### config.mk
export PLATFORM = sky130hd
export DESIGN_NAME = blob_feeder
export DESIGN_NICKNAME = d
export VERILOG_FILES = /design/src/rtl/blob_feeder.sv
export SDC_FILE = /design/constraint.sdc
export NUM_CORES = 1
export LEC_CHECK = 0
export ABC_AREA = 0
export CORE_MARGIN = 2
export CORE_UTILIZATION = 50
export CTS_BUF_LIST = sky130_fd_sc_hd__clkbuf_16
export CTS_CLUSTER_DIAMETER = 50
export DETAILED_ROUTE_END_ITERATION = 16
export PLACE_DENSITY = 0.84
export SKIP_CTS_REPAIR_TIMING = 1
export SYNTH_ARGS = -nofsm -noshare
export SYNTH_HDL_FRONTEND = slang
export SYNTH_SLANG_ARGS = --single-unit
### constraint.sdc
create_clock -name i_clk -period 2.6 [get_ports i_clk]
set_clock_uncertainty 0.05 [all_clocks]
set_input_delay 0.26 -clock i_clk [delete_from_list [all_inputs] [get_ports i_clk]]
set_output_delay 0.26 -clock i_clk [all_outputs]
set_load 0.03 [all_outputs]
### src/rtl/blob_feeder.sv
// rtl/blob_feeder.sv - streams a frame from the frame store as binarized bits to a blob counter and collects the result
module blob_feeder #(
  parameter int IMG_COL = 640,
  parameter int IMG_ROW = 480,
  parameter int RD_LAT  = 2,
  parameter int TIMEOUT = 4096
) (
  input  logic        i_clk,
  input  logic        i_rst,
  input  logic        i_start,
  input  logic [7:0]  i_threshold,
  output logic        o_busy,
  output logic        o_rd_en,
  output logic [18:0] o_rd_addr,
  input  logic [7:0]  i_rd_data,
  output logic        o_blob_valid,
  output logic        o_blob_seq,
  input  logic        i_blob_done,
  input  logic [7:0]  i_blob_count,
  output logic        o_done,
  output logic [7:0]  o_count,
  output logic [18:0] o_ones,
  output logic        o_timeout
);

  localparam int NPIX = IMG_COL * IMG_ROW;
  localparam int WW   = $clog2(TIMEOUT + 1);
  localparam logic [18:0]   LAST_ADDR = 19'(NPIX - 1);
  localparam logic [18:0]   END_ADDR  = 19'(NPIX);
  localparam logic [WW-1:0] WAIT_LAST = WW'(TIMEOUT - 1);

  typedef enum logic [1:0] {S_IDLE, S_STREAM, S_WAIT, S_DONE} state_t;

  state_t             state;
  state_t             state_nxt;
  logic [7:0]         thr;
  logic [18:0]        addr;
  logic [RD_LAT-1:0]  v_pipe;   // read data valid, aligned with i_rd_data at the tail
  logic [RD_LAT-1:0]  f_pipe;   // first pixel marker
  logic [RD_LAT-1:0]  l_pipe;   // last pixel marker
  logic               seq;
  logic               seq_last;
  logic               fg;
  logic               rd_en;
  logic               start_ok;
  logic [WW-1:0]      wcnt;
  logic [7:0]         count;
  logic [18:0]        ones;
  logic               timeout;

  assign start_ok = (state == S_IDLE) && i_start;
  assign rd_en    = (state == S_STREAM) && (addr != END_ADDR);
  assign fg       = v_pipe[RD_LAT-1] && (i_rd_data >= thr);

  assign o_busy       = (state != S_IDLE);
  assign o_done       = (state == S_DONE);
  assign o_rd_en      = rd_en;
  assign o_rd_addr    = addr;
  // blob_valid rides one cycle ahead of the registered pixel 0 bit
  assign o_blob_valid = f_pipe[RD_LAT-1];
  assign o_blob_seq   = seq;
  assign o_count      = count;
  assign o_ones       = ones;
  assign o_timeout    = timeout;

  // state register
  always_ff @(posedge i_clk) begin
    if (i_rst) state <= S_IDLE;
    else       state <= state_nxt;
  end

  // next-state decode; seq_last marks the cycle the final bit is on o_blob_seq
  always_comb begin
    state_nxt = state;
    case (state)
      S_IDLE:   if (i_start) state_nxt = S_STREAM;
      S_STREAM: if (seq_last) state_nxt = S_WAIT;
      S_WAIT:   if (i_blob_done || (wcnt == WAIT_LAST)) state_nxt = S_DONE;
      S_DONE:   state_nxt = S_IDLE;
      default:  state_nxt = S_IDLE;
    endcase
  end

  // address counter, read pipeline, binarizer, counters and result latches
  always_ff @(posedge i_clk) begin
    if (i_rst) begin
      thr      <= '0;
      addr     <= '0;
      v_pipe   <= '0;
      f_pipe   <= '0;
      l_pipe   <= '0;
      seq      <= 1'b0;
      seq_last <= 1'b0;
      wcnt     <= '0;
      count    <= '0;
      ones     <= '0;
      timeout  <= 1'b0;
    end else begin
      v_pipe[0] <= rd_en;
      f_pipe[0] <= rd_en && (addr == '0);
      l_pipe[0] <= rd_en && (addr == LAST_ADDR);
      for (int i = 1; i < RD_LAT; i++) begin
        v_pipe[i] <= v_pipe[i-1];
        f_pipe[i] <= f_pipe[i-1];
        l_pipe[i] <= l_pipe[i-1];
      end
      seq      <= fg;
      seq_last <= l_pipe[RD_LAT-1];
      if (fg) ones <= ones + 19'd1;

      if (start_ok) begin
        thr     <= i_threshold;
        addr    <= '0;
        ones    <= '0;
        count   <= '0;
        timeout <= 1'b0;
      end else if (rd_en) begin
        addr <= addr + 19'd1;
      end

      if (state == S_WAIT) wcnt <= wcnt + 1'b1;
      else                 wcnt <= '0;

      // a result strobe beats a coincident timeout
      if (state == S_WAIT) begin
        if (i_blob_done) begin
          count   <= i_blob_count;
          timeout <= 1'b0;
        end else if (wcnt == WAIT_LAST) begin
          count   <= '0;
          timeout <= 1'b1;
        end
      end
    end
  end

endmodule

==> impl_metrics.env <==
export IMPL_maxCapViolations=0
export IMPL_synth_top_area_share_pct=44.3
export IMPL_crit_buf_inv=3
export IMPL_critPathArrivalTime_ps=2160
export IMPL_ios=80
export IMPL_cpPeakStageDelay_ps=590
export IMPL_synthCells=404
export IMPL_sequentialPowerShare_pct=41.3
export IMPL_start_kind="flip-flop"
export IMPL_cts_root_buffer="clkbuf_16"
export IMPL_drtAntennaViolNets=0
export IMPL_holdPathStages=1
export IMPL_drt_wl_total_mm=8.33
export IMPL_syn2layout_area_growth_pct=33.5
export IMPL_hpwlAfterDp_mm=5.96
export IMPL_cts_sinks=78
export IMPL_total_power_w=0.00320
export IMPL_antenna_cells=0
export IMPL_hold_violations=0
export IMPL_drt_pass1_iterations=4
export IMPL_synthMuxAreaShare_pct=2.56
export IMPL_worst_r2r_cell_count=8
export IMPL_vias=3199
export IMPL_p_clk_share_pct=33.3
export IMPL_antenna_found_initial=0
export IMPL_path_cells="inv_1 -> ha_1 -> nor4b_1 -> nand3_1 -> o21ai_1 -> inv_1 -> clkdlybuf4s50_1"
export IMPL_ys_seq_elements=78
export IMPL_cts_buffers_inserted=9
export IMPL_path_common_cell="inv_1"
export IMPL_critPathCaptureType="output pin"
export IMPL_slew_violations=0
export IMPL_post_place_ws_ps=38.4
export IMPL_port_buffers=79
export IMPL_syn_area_um2=3530
export IMPL_setup_viol=0
export IMPL_setup_tns_ps=0
export IMPL_clk_pin_slew_ps=60
export IMPL_power_density_nw_per_um2=679
export IMPL_r2r_end="o_ones[10]"
export IMPL_critical_path_required_ps=2290
export IMPL_drt_iter0_markers=119
export IMPL_tightest_slew_ps=590
export IMPL_p_switching_w=0.000976
export IMPL_hold_path_endpoint="v_pipe[1]"
export IMPL_layout_worst_path_cycle_share_pct=94.9
export IMPL_die_h_um=88.0
export IMPL_fmax_ghz=0.405
export IMPL_reg2reg_slack_ps=350
export IMPL_synth_edf_count=0
export IMPL_start_util_pct=51.9
export IMPL_yosysWarnings=0
export IMPL_relSlewSlack_pct=60.4
export IMPL_synth_simple_area_share_pct=25.1
export IMPL_cts_path_max_buffers=2
export IMPL_grt_usage_pct=22.5
export IMPL_die_area_um2=7740
export IMPL_worstSetupPathType="flip-flop to output pin"
export IMPL_clkLatencyLatePin_ps=330
export IMPL_drive_above_1_share_pct=4.47
export IMPL_crit_slowest_cell="clkdlybuf4s50_1"
export IMPL_synth_seq_area_share_pct=44.3
export IMPL_synth_xor_area_share_pct=6.21
export IMPL_num_rows=30
export IMPL_final_nets=535
export IMPL_gp_congestion=0.885
export IMPL_synth_fp_nets=449
export IMPL_cpLargestDelayFamily="buffers and inverters"
export IMPL_dieWidth_um=88.0
export IMPL_rsz0062_at_grt="false"
export IMPL_cts_tree="yes"
export IMPL_grt_first_pass_wirelength_mm=13.8
export IMPL_worst_slack_ps=133
export IMPL_swShare_pct=30.5
export IMPL_synth_main_ff_cell="dfxtp_1"
export IMPL_synth_area_per_cell_um2=8.73
export IMPL_htreeDepth=3
export IMPL_synth_compound_area_share_pct=12.0
export IMPL_vias_per_cell=5.44
export IMPL_synth_top_cells_by_area="dfxtp_1 44%, ha_1 6.0%, xor2_1 5.0%"
export IMPL_p_int_w=0.00222
export IMPL_ir_worst_vdd_uv=398
export IMPL_grt_overflow_total=0
export IMPL_synth_top_family_by_area="simple AND/OR/NAND/NOR gates"
export IMPL_grt_max_degree=26
export IMPL_p_leak_nw=1.72
export IMPL_combPwrFrac_pct=25.5
export IMPL_path_max_fanout=4
export IMPL_period_minus_slack_ps=2470
export IMPL_synth_top_cell_by_area="dfxtp_1"
export IMPL_wl_per_cell_um=14.2
export IMPL_grt_pass1_vias=3139
export IMPL_hold_start="v_pipe[0]"
export IMPL_asyncSetResetFlopFracSynth_pct=0
export IMPL_drc=0
export IMPL_core_area_um2=6790
export IMPL_hold_path_class="flip-flop to flip-flop"
export IMPL_synth_fa_ha_area_share_pct=6.03
export IMPL_status="complete, no violations"
export IMPL_synth_distinct_cells=42
export IMPL_r2r_start="thr[3]"
==> logic make-up (layout without fill, tap and decap cells) <==
kind of cell | Yosys count | in the layout
muxes | 9 | 9
adders and majority gates | 17 | 17
xor gates and xnor gates | 25 | 25
DFF | 78 | 78
buffers and inverters | 35 | 123
and+or+nand+nor | 177 | 177
AOI/OAI and AO/OA | 63 | 63
==> placed cells by master, fill, tap and decap left out, types with 15 or more instances in the layout <==
cell,n
clkdlybuf4s50_1,79
dfxtp_1,78
nor2_1,43
nand2_1,42
inv_1,22
a21oi_1,22
xor2_1,20
nand4_1,19
ha_1,17
nand3_1,15
==> worst max-delay path by stage <==
stage          depth (start not counted)  slack, ps    endpoint          from
2_1_floorplan                          8        530  o_ones[18]        thr[2]
3_3_place_gp                           8        160  o_ones[11]  i_rd_data[2]
3_5_place_dp                           8         40  o_ones[10]  i_rd_data[2]
4_1_cts                                7        110     o_rd_en  o_rd_addr[0]
5_1_grt                                7         20     o_rd_en  o_rd_addr[1]
6_report                               7        130     o_rd_en  o_rd_addr[0]
==> sequential cells by signal (all words and copies together) (netlist names), 2 cells and up <==
name	cells
v_pipe	2
thr	8
l_pipe	2
o_rd_addr	19
state	2
o_ones	19
o_count	8
wcnt	13
f_pipe	2
==> worst register-to-register path, stage by stage, from the launching register on <==
cell and delay [ps]:
dfxtp_1 330, inv_1 50, ha_1 260, o21ai_1 70, a211o_1 340, o21a_1 230, buf_12 170, or4_1 510
a21oi_1 170
==> metrics by stage <==
step | utilization, % | area, um^2 | instances | hold WS (ps)
final | 69.3 | 4710 | 588 | 387
after CTS | 69.3 | 4710 | 588 | 388
after global placement | 65.7 | 4460 | 575 | 365
after floorplan | - | 3530 | 404 | 314
after global routing | 69.3 | 4710 | 588 | 402
after detailed placement | 65.7 | 4460 | 575 | 380
==> layout make-up <==
class	instances	area, um^2
clock buffer	9	225
tap	96	120
timing repair buffer	88	871
clock inverter	4	17.5
fill	533	2090
sequential	78	1560
inverter	22	82.6
multi-input combinational	291	1830
==> power by group through the flow <==
| stage | sequential, W | combinational (W) | clock, W |
|---|---|---|---|
| after global routing | 0.00132 | 0.000901 | 0.00113 |
| after detailed placement | 0.00134 | 0.000813 | 0 |
| after CTS | 0.00132 | 0.000819 | 0.00108 |
| final | 0.00132 | 0.000814 | 0.00106 |
| after floorplan | 0.00138 | 0.000470 | 0 |
| after global placement | 0.00134 | 0.000776 | 0 |
==> layer usage <==
layer  share of wire (%)  wire, um  GRT usage [%]
met5                   0         0              0
met2                  51      4210           38.0
met4                 1.5       127           9.65
met3                 5.3       444           5.75
met1                  43      3550           27.1
==> synth_stat cells (all sizes together), types with 9 or more instances <==
cell type	n
a21oi	22
clkbuf	10
dfxtp	78
ha	17
inv	22
mux2i	9
nand2	42
nand3	15
nand4	19
nor2	43
nor3	10
o21ai	9
or3	11
xor2	20
No activity file was read; power rests on OpenSTA's default activity.
